`src/rtl/tmp_bank_pkg.sv`:
```
// Shared types and default sizing for the tmp_bank register file.
// The optional forced-one read path is enabled by defining TMP_BANK_BUS1_EN.
package tmp_bank_pkg;

   localparam int DEF_WIDTH = 8;
   localparam int DEF_DEPTH = 4;

   typedef enum logic {
      IDLE  = 1'b0,
      SWEEP = 1'b1
   } state_t;

endpackage

```
`src/rtl/tmp_bank_cell.sv`:
```
// One WIDTH-bit storage register with asynchronous reset, synchronous load and clear.
// Clear takes priority over load.
module tmp_bank_cell #(
   parameter int WIDTH = 8
) (
   input  logic             clk,
   input  logic             rst,
   input  logic             load,
   input  logic             clear,
   input  logic [WIDTH-1:0] d,
   output logic [WIDTH-1:0] q
);

   logic [WIDTH-1:0] val_q;
   logic [WIDTH-1:0] val_d;

   always_comb begin
      val_d = val_q;
      if (clear) begin
         val_d = '0;
      end else if (load) begin
         val_d = d;
      end
   end

   always_ff @(posedge clk or posedge rst) begin
      if (rst) begin
         val_q <= '0;
      end else begin
         val_q <= val_d;
      end
   end

   assign q = val_q;

endmodule

```
`src/rtl/tmp_bank.sv`:
```
// Small register bank with combinational read and a one-entry-per-cycle clear sweep.
// Define TMP_BANK_BUS1_EN to let bus1 force the read data to the value one.
module tmp_bank
   import tmp_bank_pkg::*;
#(
   parameter int WIDTH = DEF_WIDTH,
   parameter int DEPTH = DEF_DEPTH,
   localparam int AW   = $clog2(DEPTH)
) (
   input  logic             clk,
   input  logic             rst,
   input  logic             s,
   input  logic [AW-1:0]    s_addr,
   input  logic [WIDTH-1:0] t_in,
   input  logic             e,
   input  logic [AW-1:0]    e_addr,
   input  logic             bus1,
   input  logic             clr,
   output logic [WIDTH-1:0] t_out,
   output logic             busy
);

   localparam logic [AW-1:0] LAST_IDX = AW'(DEPTH - 1);

   state_t          state_q;
   state_t          state_d;
   logic [AW-1:0]   idx_q;
   logic [AW-1:0]   idx_d;
   logic            wr_en;
   logic            sweep_en;
   logic [WIDTH-1:0] cell_q [DEPTH];
   logic [WIDTH-1:0] rd_data;

   always_ff @(posedge clk or posedge rst) begin
      if (rst) begin
         state_q <= IDLE;
         idx_q   <= '0;
      end else begin
         state_q <= state_d;
         idx_q   <= idx_d;
      end
   end

   // The sweep ends on the edge that clears the last index, not on wrap.
   always_comb begin
      state_d = state_q;
      idx_d   = idx_q;
      case (state_q)
         IDLE: begin
            if (clr) begin
               state_d = SWEEP;
               idx_d   = '0;
            end
         end
         SWEEP: begin
            idx_d = idx_q + AW'(1);
            if (idx_q == LAST_IDX) begin
               state_d = IDLE;
            end
         end
         default: begin
            state_d = IDLE;
            idx_d   = '0;
         end
      endcase
   end

   // clr wins over a coincident write; writes are dropped while sweeping.
   always_comb begin
      busy     = (state_q == SWEEP);
      sweep_en = (state_q == SWEEP);
      wr_en    = (state_q == IDLE) && s && !clr;
   end

   generate
      for (genvar gi = 0; gi < DEPTH; gi++) begin : g_cell
         tmp_bank_cell #(
            .WIDTH (WIDTH)
         ) u_cell (
            .clk   (clk),
            .rst   (rst),
            .load  (wr_en && (s_addr == AW'(gi))),
            .clear (sweep_en && (idx_q == AW'(gi))),
            .d     (t_in),
            .q     (cell_q[gi])
         );
      end
   endgenerate

   assign rd_data = e ? cell_q[e_addr] : '0;

`ifdef TMP_BANK_BUS1_EN
   assign t_out = bus1 ? WIDTH'(1) : rd_data;
`else
   logic bus1_unused;
   assign bus1_unused = bus1;
   assign t_out       = rd_data;
`endif

endmodule
```
`config.mk`:
```
export PLATFORM = sky130hd
export DESIGN_NAME = tmp_bank
export DESIGN_NICKNAME = d
export VERILOG_FILES = /design/src/rtl/tmp_bank_pkg.sv /design/src/rtl/tmp_bank_cell.sv /design/src/rtl/tmp_bank.sv
export SDC_FILE = /design/constraint.sdc
export NUM_CORES = 1
export LEC_CHECK = 0
export ABC_AREA = 1
export CAP_MARGIN = 20
export CORE_MARGIN = 2
export CORE_UTILIZATION = 40
export CTS_CLUSTER_DIAMETER = 150
export DETAILED_ROUTE_END_ITERATION = 7
export PLACE_DENSITY = 0.59
export SLEW_MARGIN = 10
export SYNTH_ARGS = -nofsm -noshare
export SYNTH_HDL_FRONTEND = slang
export SYNTH_SLANG_ARGS = --single-unit
```
`constraint.sdc`:
```
create_clock -name clk -period 1.4 [get_ports clk]
set_clock_uncertainty 0.1 [all_clocks]
set_input_delay 0.21 -clock clk [delete_from_list [all_inputs] [get_ports clk]]
set_output_delay 0.21 -clock clk [all_outputs]
set_load 0.05 [all_outputs]
```
# Yosys cells after proc, flatten, opt, wreduce, memory -nomap -nowiden
# Cells that the tools add are included.
[classes]
addsub = 1
magnitude_cmp = 1
eq_ne = 7
muxes = 17
bitwise_logic = 2
n_reduce_logical = 17
[ops]
columns = ["op", "count"]
rows = [
  ["2-to-1 mux 8 bit", 11],
  ["binary-select mux 8 bit (select 2 bit)", 1],
  ["logical AND 1 bit", 10],
  ["== test 2 bit (second input constant)", 4],
  ["nonzero test 2 bit", 4],
  ["== test 2 x 1 -> 1 bit (second input constant)", 2],
  ["logical NOT 2 bit", 2],
  ["case mux 2 bit (2 select lines)", 1],
  ["greater-or-equal comparator 3 bit (second input constant)", 1],
  ["inverter 2 -> 3 bit", 1],
  ["adder 2 x 1 -> 2 bit (second input constant)", 1],
  ["2-to-1 mux 1 bit", 2],
  ["2-to-1 mux 2 bit", 1],
  ["inequality test 2 bit (second input constant)", 1],
  ["case mux 1 bit (2 select lines)", 1],
  ["logical NOT 1 bit", 1],
  ["inverter 1 bit", 1],
]
[totals]
register_bits = 35
input_bits = 18
output_inout_bits = 9
wordCells = 51

# Logic depth before layout (Yosys ltp)
# Gate-level depths: netlist of run 1.
[depth]
ltp_word = 6
depth_mapped = 6

# Cells and area by module
# From an unflattened synthesis of run 1, not the netlist that was laid out.
[hier_totals]
cells_unflattened = 270
hier_area_um2 = 1995.7
[modules_own_cells]
columns = ["module", "instances", "cells_each", "area_each_um2", "seq_area_each_um2"]
rows = [
  ["tmp_bank_cell", 4, 36, 339.1, 200.2],
  ["tmp_bank", 1, 126, 639.4, 75.1],
]

# Worst setup path after synthesis of run 1
# Ideal clock, no wire load.
[synth_path]
path_type = "input to output"
start = "input port e_addr[0]"
end = "output port t_out[5]"
arrival_ps = 1537
required_time_ps = 1090
path_slack_ps = -447
cell_stages = 6
cell_sequence = "buf_2 -> inv_1 -> buf_2 -> nand2_1 -> nand3_1 -> a21oi_1"
[synth_via]
elab_chain_cells = 5
[synth_lines]
columns = ["element", "line_no", "rtl"]
rows = [
  ["start, declared", "tmp_bank.sv:16", "input logic [AW-1:0] e_addr,"],
  ["inverter 2 -> 3 bit (implied by the code)", "tmp_bank.sv:90", "assign rd_data = e ? cell_q[e_addr] : '0;"],
  ["binary-select mux 8 bit (select 2 bit)", "tmp_bank.sv:90", ""],
  ["2-to-1 mux 8 bit (implied by the code) (2 in a row)", "tmp_bank.sv:90", ""],
  ["2-to-1 mux 8 bit", "tmp_bank.sv:90", ""],
  ["end, declared", "tmp_bank.sv:19", "output logic [WIDTH-1:0] t_out,"],
]
# Every way passes these cells. The select of a mux whose other input is x is not followed.

# Worst setup path in the final report of run 1
[layout_path]
start = "register g_cell[0].u_cell.val_q[3]"
end = "output port t_out[3]"
[layout_via]
elab_chain_cells = 4
[layout_lines]
columns = ["element", "line_no", "rtl"]
rows = [
  ["start, declared", "tmp_bank_cell.sv:14", "logic [WIDTH-1:0] val_q;"],
  ["start signal, assigned", "tmp_bank_cell.sv:30", "val_q <= val_d;"],
  ["binary-select mux 8 bit (select 2 bit)", "tmp_bank.sv:90", ""],
  ["2-to-1 mux 8 bit (implied by the code) (2 in a row)", "tmp_bank.sv:90", ""],
  ["2-to-1 mux 8 bit", "tmp_bank.sv:90", ""],
]
# Every way passes these cells. The select of a mux whose other input is x is not followed.

==> metrics.md, run 1 <==
| Metric | Value |
|---|---|
| Final hold vios | `0` |
| Post-Syn Instances | `262` |
| Worst-margin pin slew | `0.3371 ns` |
| Nets@finish | `337` |
| Post-DP HPWL | `4065 um` |
| Final Core Density | `between 50% and 60%` |
| Final Cell Area | `0.002965 mm^2` |
| Crit path launch | `g_cell[0].u_cell.q[3]$_DFFE_PP0P_` |
| PD cells | `~1200 mW/mm^2` |
| Crit-path cells | `inv_1, nand2_1, nand3_2, a21oi_4, buf_12` |
| Global-route wire length before repair | `between 8000 and 9000 um` |
| Violated checks | `setup timing` |
| Async S/R FF share, synth | `100.0%` |
| Die area | `0.005719 mm^2` |
| CTS buffer count | `5` |
| Period utilization | `108.8%` |
| Max Cap Viol | `0` |
| P_leak | `about 1.5 nW` |
| Setup-failing EPs final | `8` |
| Post-CTS Hold Buffers | `0` |
| #FFs+latches synth | `35` |
| Synth area leaders | `dfrtp_1 43%, nand2_1 15%, nand3_1 12%` |
| Sequential share of the synthesized area | `42.68%` |
| Vias/cell | `4.904` |
| Initial antenna violation count | `0` |
| CP max FO | `2` |
| Clk root buf | `clkbuf_8` |
| Final critical-path required period | `1.523 ns` |
| Worst hold path type | `in -> async` |
| Max Clk Rate | `656.6 MHz` |
| Crit Reg-Reg Startpoint | `busy$_DFF_PP0_` |
| Clock slew at reported path FFs | `0.07 ns` |
| Starting Density | `40.69%` |
| Worst hold slack | `0.1603 ns` |
| Netlist cell types | `17` |
| Largest net degree at the start of global routing | `36` |
| Setup crit end kind | `output port` |
| DRT antenna net count | `0` |
| Layout cell share with drive strength beyond 1 | `around 28%` |
| Clk sinks | `35` |
| N_diodes | `0` |
| Synth Cell Area | `0.002052 mm^2` |
| Arrival time of the worst setup path | `1.21 ns` |
| Via count | `1888` |
| Total GRT Usage | `20.37%` |
| IO buf count | `25` |
| I/O Pins | `27` |
| Drt initial violations | `93` |
| Startpoint type of the worst setup path | `flop` |
| Htree depth | `2` |
| Setup slack after layout | `-0.1230 ns` |
| Outcome | `finished, violations left` |
| Area growth from synthesis to layout | `44.51%` |
| Largest delay share family, worst path | `flip-flops` |
| Largest stage delay on the critical path | `approximately 0.36 ns` |
| Slew Limit Fails | `0` |
| Synthesis warning total | `0` |
| Bufs on Longest Clock Path | `2` |
| Core Footprint | `0.005042 mm^2` |
| Die height | `~76 um` |
| Mapped Nets | `284` |
| Worst-Skew Late Latency | `0.29 ns` |
| CP required | `between 1 and 1.5 ns` |
| Total Wirelength | `approximately 5400 um` |
| CTS tree | `yes` |
| Die W | `75.63 um` |
| Top cell type by total area after synthesis | `dfrtp_1` |
| Ys flop type | `dfrtp_1` |
| Total grt overflow | `0` |
| Routed wire per std cell | `14.01 um` |
| Initial DRT Pass Iterations | `4` |
| Worst slew margin | `roughly 77%` |
| Rows | `26` |
| VDD IR max | `0.8516 mV` |
| EDFF count, synth | `0` |
| Area share of the largest cell type after synthesis | `a little over two fifths` |
| Slowest CP cell | `dfrtp_1` |
| Syn avg cell area | `7.832 um^2` |
| Placed Area | `0.002693 mm^2` |
| DRC viols | `0` |
| Routability cong. | `~0.91` |
| RSZ-0062 raised after global routing | `true` |
| Buf+Inv Stages, Crit Path | `2` |
| Vias in the first global route | `roughly 1.8k` |
| CP Class | `reg -> out` |
state kept, by name, summed over array words and instances (netlist names):
name / cells
busy: 1
g_cell.u_cell.q: 32
idx_q: 2
per-layer routing:
layer  vias up  GRT usage [%]  routed length [um]
met5         -              0                   0
met4         0          8.187                  98
li1        959              -                   -
met3         8          3.571                 175
met2        45          32.95                2647
met1       876          27.17                2471
stage by stage:
step / power, mW / setup TNS, ns / instances / worst slack (ns)
2_1_floorplan: 2.168 / -0.1362 / 262 / -0.01702
3_3_place_gp: 2.624 / -6.795 / 366 / -0.3589
3_5_place_dp: 2.636 / -6.651 / 366 / -0.3538
4_1_cts: 3.467 / -0.9404 / 376 / -0.1514
5_1_grt: 3.749 / -1.277 / 385 / -0.1693
6_report: 3.539 / -0.8456 / 385 / -0.1230
placed cells by master, fill, tap and decap left out, types with 2 or more instances in the layout:
cell / count
nand2_1: 77
inv_1: 37
nand3_1: 35
dfrtp_1: 34
nand4_1: 24
buf_4: 23
buf_12: 16
clkdlybuf4s50_1: 14
nand3_2: 13
a21oi_4: 8
clkbuf_8: 6
nand3_4: 4
ha_1: 4
nand2_2: 3
inv_2: 3
nor2_4: 2
inv_4: 2
dlygate4sd2_1: 2
buf_6: 2
power by group:
group          switching [mW]  leakage (nW)  internal, mW
Combinational           0.808         0.930         0.643
Sequential              0.139         0.476          1.20
Clock                   0.361        0.0470         0.386
final cells by class:
class                           count  area, um^2
Sequential cell                    35       877.1
Fill cell                         471        2077
Multi-Input combinational cell    174        1077
Inverter                           42       162.7
Timing Repair Buffer               57       673.1
Clock buffer                        6       82.58
Tap cell                           70       87.58
Clock inverter                      1       5.005
cell usage after synthesis (2+ instances only):
cell,count
a21oi_1,9
buf_12,3
buf_2,5
clkbuf_1,2
dfrtp_1,35
ha_1,4
inv_1,41
nand2_1,80
nand3_1,48
nand3_4,4
nand4_1,24
nor2_4,2
what timing repair did:
| action | CTS | global route |
|---|---|---|
| setup endpoints to repair | 9 | 11 |
| gates resized for setup | 15 | 10 |
| buffers inserted | 3 | 9 |
| pin swaps | 11 | 7 |
| endpoints found under the hold margin | 0 | 0 |
worst min-delay path, delay by kind of cell:
| family | cells | cell delay (ns) |
|---|---|---|
| buffers and inverters | 3 | 0.70 |
cell families (layout without fill, tap and decap cells):
kind of cell | count (synthesis) | count (layout) | share of synthesized area, %
flip-flops | 35 | 35 | 42.68
adder cells (fa/ha/maj) | 4 | 4 | 2.439
AND/OR/NAND/NOR | 160 | 160 | 39.45
buffers and inverters | 53 | 106 | 12.74
AO/OA/AOI/OAI | 10 | 10 | 2.683
final timing paths:
| check | cells past startpoint | to | slack (ns) |
|---|---|---|---|
| max | 5 | t_out[3] | -0.12 |
| min | 3 | g_cell[3].u_cell.q[7]$_DFFE_PP0P_ | 0.16 |
| max reg2reg | 6 | g_cell[1].u_cell.q[5]$_DFFE_PP0P_ | 0.06 |
| min reg2reg | 2 | g_cell[3].u_cell.q[4]$_DFFE_PP0P_ | 0.40 |
| max in group asynchronous | 3 | busy$_DFF_PP0_ | 0.85 |
| min in group clk | 2 | g_cell[3].u_cell.q[4]$_DFFE_PP0P_ | 0.40 |
No activity file was read; power rests on OpenSTA's default activity.
==> run 2: changes to the inputs <==
Settings changed: PLACE_DENSITY 0.59 to unset, PLACE_DENSITY_LB_ADDON set to 0.08.
==> run 2 against run 1 <==
The run still ends with setup timing left. Via count increased by 2.4%. Sequential power barely moved. Clock power fell by 3.2%. Setup slack improved by 0.0055 ns.
==> metrics.md, run 2 (synthesized netlist as in run 1, its figures left out) <==
| Metric | Value |
|---|---|
| I/O Pins | `27 (unchanged)` |
| Starting Density | `40.69% (unchanged)` |
| Largest delay share family, worst path | `flip-flops` |
| Max Cap Viol | `0 (unchanged)` |
| Worst hold path type | `in -> async` |
| Largest register FFs | `32 (unchanged)` |
| IO buf count | `25 (unchanged)` |
| Outcome | `finished, violations left` |
| Area growth from synthesis to layout | `46.04%` |
| Post-DP HPWL | `4039 um (-0.65%)` |
| Buf+Inv Stages, Crit Path | `2 (unchanged)` |
| Die W | `75.63 um (unchanged)` |
| Largest net degree at the start of global routing | `36 (unchanged)` |
| Most frequent cells in the layout | `77 x nand2_1, 35 x nand3_1, 34 x inv_1, 34 x dfrtp_1, 25 x buf_4` |
| CP required | `1.09 ns (about the same)` |
| Drt initial violations | `122 (+31%)` |
| Post-CTS Hold Buffers | `0 (unchanged)` |
| Pre-CTS WS | `-0.3393 ns (+0.01451 ns)` |
| Die height | `75.63 um (unchanged)` |
| Global-route wire length before repair | `8700 um (+1.8%)` |
| Final hold vios | `0 (unchanged)` |
| Total Wirelength | `5406 um (+0.24%)` |
| VDD IR max | `0.8076 mV (-5.2%)` |
| RSZ-0062 raised after global routing | `true` |
| Rows | `26 (unchanged)` |
| Setup crit end kind | `output port` |
| Violated checks | `setup timing` |
| Slowest CP cell | `dfrtp_1` |
| Clk sinks | `35 (unchanged)` |
| Max Clk Rate | `659.0 MHz (+0.36%)` |
| CP Class | `reg -> out` |
| Largest stage delay on the critical path | `0.36 ns (about the same)` |
| N_diodes | `0 (unchanged)` |
| PD cells | `1181 mW/mm^2 (-1.0%)` |
| Clk root buf | `clkbuf_8` |
| Layout cell share with drive strength beyond 1 | `29.47% (+1.8 points)` |
| Total GRT Usage | `20.77% (+0.40 points)` |
| Commonest non-fill, non-tap cell in the layout | `nand2_1` |
| Worst hold slack | `0.1632 ns (+0.002838 ns)` |
| CTS buffer count | `5 (unchanged)` |
| Period utilization | `108.4% (-0.39 points)` |
| Final critical-path required period | `1.518 ns (-0.005467 ns)` |
| Nets@finish | `340 (+0.89%)` |
| Total grt overflow | `0 (unchanged)` |
| DRT antenna net count | `0 (unchanged)` |
| Bufs on Longest Clock Path | `2 (unchanged)` |
| Layout filler cell count | `457 (-3.0%)` |
| Routability cong. | `0.7919 (-13%)` |
| Initial antenna violation count | `0 (unchanged)` |
| Crit-path cells | `inv_1, nand2_1, nand3_2, a21oi_4, buf_12` |
| Initial DRT Pass Iterations | `4 (unchanged)` |
| Pwr Total | `3.540 mW (about the same)` |
| Core Footprint | `0.005042 mm^2 (unchanged)` |
| Setup slack after layout | `-0.1176 ns (+0.005467 ns)` |
| Vias in the first global route | `1748 (-2.3%)` |
| CP max FO | `2 (unchanged)` |
| P_leak | `1.470 nW (+1.1%)` |
| DRC viols | `0 (unchanged)` |
| Startpoint type of the worst setup path | `flop` |
| CTS tree | `yes` |
| Htree depth | `2 (unchanged)` |
| Slew Limit Fails | `0 (unchanged)` |
| Clock slew at reported path FFs | `0.07 ns (about the same)` |
| Die area | `0.005719 mm^2 (unchanged)` |
| Arrival time of the worst setup path | `1.21 ns (about the same)` |
| Worst-Skew Late Latency | `0.29 ns (about the same)` |
| Setup-failing EPs final | `8 (unchanged)` |
| Worst-margin pin slew | `0.3281 ns (-0.008985 ns)` |
| Worst slew margin | `78.07% (+0.60 points)` |
| Vias/cell | `4.969 (+1.3%)` |
| Routed wire per std cell | `13.90 um (-0.79%)` |
| Via count | `1933 (+2.4%)` |
## run 2: cell count changes in the layout (fill, tap and decap cells not counted)
cell and change:
buf_12 +1, buf_4 +2, clkbuf_8 -1, clkinv_2 +2
inv_1 -3, inv_2 +3
## run 2: worst register-to-register path, delay by kind of cell (launching register included)
kind | cells | cell delay (ns)
and+or+nand+nor | 3 | 0.35
buffers and inverters | 3 | 0.42
DFF | 1 | 0.43
## run 2: worst paths after layout
check	startpoint	to	slack [ns]	cells past startpoint
min in group clk	g_cell[3].u_cell.q[4]$_DFFE_PP0P_	g_cell[3].u_cell.q[4]$_DFFE_PP0P_	0.40	2
min	rst	g_cell[2].u_cell.q[3]$_DFFE_PP0P_	0.16	3
max in group asynchronous	rst	busy$_DFF_PP0_	0.84	3
max reg2reg	busy$_DFF_PP0_	g_cell[1].u_cell.q[2]$_DFFE_PP0P_	0.04	6
max	g_cell[0].u_cell.q[6]$_DFFE_PP0P_	t_out[6]	-0.12	5
min reg2reg	g_cell[3].u_cell.q[4]$_DFFE_PP0P_	g_cell[3].u_cell.q[4]$_DFFE_PP0P_	0.40	2
## run 2: stage by stage
step	std cells	util, %	instance area (um^2)	TNS (ns)
4_1_cts	384	58.19	2934	-0.8067
6_report	389	59.43	2997	-0.7690
5_1_grt	389	59.43	2997	-1.552
2_1_floorplan	262	-	2150	-0.1362
3_5_place_dp	369	53.85	2715	-6.540
3_3_place_gp	369	53.85	2715	-6.516
## run 2: layout make-up
| type | count | area, um^2 | share of cell area (%) |
|---|---|---|---|
| Clock buffer | 5 | 68.82 | 2.296 |
| Clock inverter | 3 | 15.01 | 0.5010 |
| Inverter | 42 | 162.7 | 5.428 |
| Multi-Input combinational cell | 174 | 1077 | 35.95 |
| Sequential cell | 35 | 877.1 | 29.27 |
| Tap cell | 70 | 87.58 | 2.923 |
| Timing Repair Buffer | 60 | 708.2 | 23.63 |
## run 2: per-layer routing
layer  GRT usage [%]  wire length (um)  vias up
met2           32.17              2562       40
li1                -                 -      965
met3           3.571               209        5
met5               0                 0        -
met1           30.11              2580      923
met4           5.653                54        0
## run 2: where the power goes
group	total, mW	leakage [nW]	switching, mW	internal [mW]
Sequential	1.34	0.476	0.136	1.20
Combinational	1.48	0.946	0.817	0.663
Clock	0.723	0.0477	0.382	0.341
## run 2: repair_timing
item | CTS | global route
pin swaps | 10 | 3
endpoints found under the setup margin | 9 | 14
setup buffers | 7 | 5
gates cloned | 0 | 0
gates resized for setup | 22 | 6
==> run 3: changes to the inputs <==
Settings changed: SETUP_SLACK_MARGIN set to 0.5.
==> run 3 against run 2 <==
The flow still finishes with violations (setup timing). Worst hold slack got worse by 0.065 ns. Largest power group unchanged. Utilization grew 10 points. Critical path type unchanged. Sequential share of layout area decreased by 4.3 points.
==> metrics.md, run 3 (synthesized netlist as in run 1, its figures left out) <==
| Metric | Value |
|---|---|
| Outcome | `finished, violations left` |
| Violated checks | `setup timing` |
| Final Core Density | `69.70% (+10 points)` |
| DRC viols | `0 (unchanged)` |
| Inst Count DP | `366 (-0.81%)` |
| Die W | `75.63 um (unchanged)` |
| Worst hold path type | `in -> async` |
| Most frequent cells in the layout | `49 x nand2_1, 41 x buf_4, 40 x nand3_2, 34 x dfrtp_1, 30 x inv_1` |
| Worst-margin pin slew | `0.2863 ns (-0.04177 ns)` |
| Setup-failing EPs final | `8 (unchanged)` |
| Htree depth | `2 (unchanged)` |
| VDD IR max | `0.7579 mV (-6.2%)` |
| Total GRT Usage | `24.28% (+3.5 points)` |
| CTS buffer count | `5 (unchanged)` |
| Die height | `75.63 um (unchanged)` |
| Routability cong. | `0.8306 (+4.9%)` |
| Total Wirelength | `6468 um (+20%)` |
| P_leak | `1.676 nW (+14%)` |
| Clock slew at reported path FFs | `0.07 ns (about the same)` |
| Global-route wire length before repair | `9998 um (+15%)` |
| Worst-Skew Late Latency | `0.29 ns (about the same)` |
| CP Class | `reg -> out` |
| Period utilization | `106.2% (-2.2 points)` |
| Setup crit end kind | `output port` |
| Vias in the first global route | `2019 (+16%)` |
| Worst slew margin | `80.91% (+2.8 points)` |
| Final hold vios | `0 (unchanged)` |
| Total grt overflow | `0 (unchanged)` |
| Routed wire per std cell | `15.55 um (+12%)` |
| CP required | `1.09 ns (about the same)` |
| Die area | `0.005719 mm^2 (unchanged)` |
| Via count | `2126 (+10%)` |
| DRT antenna net count | `0 (unchanged)` |
| Post-DP HPWL | `3882 um (-3.9%)` |
| CTS tree | `yes` |
| Initial DRT Pass Iterations | `4 (unchanged)` |
| Final Non-Filler Cells | `416 (+6.9%)` |
| IO buf count | `25 (unchanged)` |
| Setup slack after layout | `-0.08700 ns (+0.03057 ns)` |
| I/O Pins | `27 (unchanged)` |
| Buf+Inv Stages, Crit Path | `2 (unchanged)` |
| PD cells | `1196 mW/mm^2 (+1.2%)` |
| Worst hold slack | `0.09834 ns (-0.06483 ns)` |
| Largest stage delay on the critical path | `0.36 ns (about the same)` |
| Crit-path cells | `inv_1, nand2_2, nand3_2, a21oi_4, buf_12` |
| Drt initial violations | `103 (-16%)` |
| Initial antenna violation count | `0 (unchanged)` |
| Largest delay share family, worst path | `flip-flops` |
| Starting Density | `40.69% (unchanged)` |
| Clk sinks | `35 (unchanged)` |
| Final TNS setup | `-0.6428 ns (+0.1262 ns)` |
| CP max FO | `2 (unchanged)` |
| Layout filler cell count | `390 (-15%)` |
| Commonest non-fill, non-tap cell in the layout | `nand2_1` |
| Rows | `26 (unchanged)` |
| Final Cell Area | `0.003515 mm^2 (+17%)` |
| Max Cap Viol | `0 (unchanged)` |
| Placed Area | `0.002804 mm^2 (+3.3%)` |
| Area growth from synthesis to layout | `71.28%` |
| Layout cell share with drive strength beyond 1 | `52.02% (+23 points)` |
| Largest net degree at the start of global routing | `19 (-47%)` |
| Startpoint type of the worst setup path | `flop` |
| Vias/cell | `5.111 (+2.8%)` |
| Arrival time of the worst setup path | `1.18 ns (-0.03 ns)` |
| Nets@finish | `367 (+7.9%)` |
| Final critical-path required period | `1.487 ns (-0.03057 ns)` |
| Core Footprint | `0.005042 mm^2 (unchanged)` |
| Clk root buf | `clkbuf_8` |
| Max Clk Rate | `672.5 MHz (+2.1%)` |
| N_diodes | `0 (unchanged)` |
| Bufs on Longest Clock Path | `2 (unchanged)` |
| Largest register FFs | `32 (unchanged)` |
| Slew Limit Fails | `0 (unchanged)` |
| RSZ-0062 raised after global routing | `true` |
| Post-CTS Hold Buffers | `0 (unchanged)` |
| Slowest CP cell | `dfrtp_1` |
[run 3: cell types whose count changed in the layout (fill, tap and decap cells not counted), moves of 4 or more]
| cell | delta |
|---|---|
| buf_4 | +16 |
| nand2_4 | +6 |
| buf_6 | +10 |
| nand3_1 | -26 |
| nand2_2 | +22 |
| nand3_2 | +27 |
| nand2_1 | -28 |
| inv_1 | -4 |
[run 3: per-layer routing]
layer | routed length [um] | share of wire, % | vias to the layer above | GRT usage (%)
met1 | 2670 | 41 | 1024 | 30.02
met2 | 3306 | 51 | 61 | 40.39
met5 | 0 | 0 | - | 0
met3 | 290 | 4.5 | 18 | 5.556
li1 | - | - | 1023 | -
met4 | 200 | 3.1 | 0 | 11.11
[run 3: per-stage QoR]
| stage | worst slack [ns] | power (mW) |
|---|---|---|
| floorplan | -0.01680 | 2.267 |
| global placement | -0.4043 | 2.664 |
| global route | -0.1657 | 4.426 |
| finish | -0.08700 | 4.203 |
| CTS | -0.08985 | 3.892 |
| detailed placement | -0.3984 | 2.678 |
[run 3: what timing repair did]
| item | CTS | global route |
|---|---|---|
| resized for setup | 58 | 27 |
| setup endpoints to repair | 44 | 44 |
| setup buffers | 21 | 16 |
| hold endpoints to repair | 0 | 0 |
| gates cloned | 5 | 0 |
| pin swaps | 31 | 36 |
[run 3: path summary, 6_finish.rpt]
kind                                                   start                           endpoint  slack [ns]  cells past startpoint
setup reg to reg                              busy$_DFF_PP0_  g_cell[2].u_cell.q[4]$_DFFE_PP0P_        0.03                      6
setup / recovery           g_cell[2].u_cell.q[1]$_DFFE_PP0P_                           t_out[1]       -0.09                      5
min in group clk           g_cell[1].u_cell.q[0]$_DFFE_PP0P_  g_cell[1].u_cell.q[0]$_DFFE_PP0P_        0.42                      2
hold reg to reg            g_cell[1].u_cell.q[0]$_DFFE_PP0P_  g_cell[1].u_cell.q[0]$_DFFE_PP0P_        0.42                      2
hold / removal                                           rst  g_cell[1].u_cell.q[4]$_DFFE_PP0P_         0.1                      2
max in group asynchronous                                rst  g_cell[3].u_cell.q[0]$_DFFE_PP0P_        0.75                      3
[run 3: where the power goes]
group          switching, mW  internal (mW)
combinational           1.13           1.00
sequential             0.151           1.20
clock                  0.367          0.349
total                   1.65           2.55
[run 3: final cells by class]
class                           instances  area [um^2]  share of cell area (%)
Clock inverter                          1        5.005                  0.1424
Inverter                               42        188.9                   5.376
Multi-Input combinational cell        176         1353                   38.48
Sequential cell                        35        877.1                   24.96
Timing Repair Buffer                   85        927.1                   26.38
Clock buffer                            7        76.32                   2.172
Tap cell                               70        87.58                   2.492
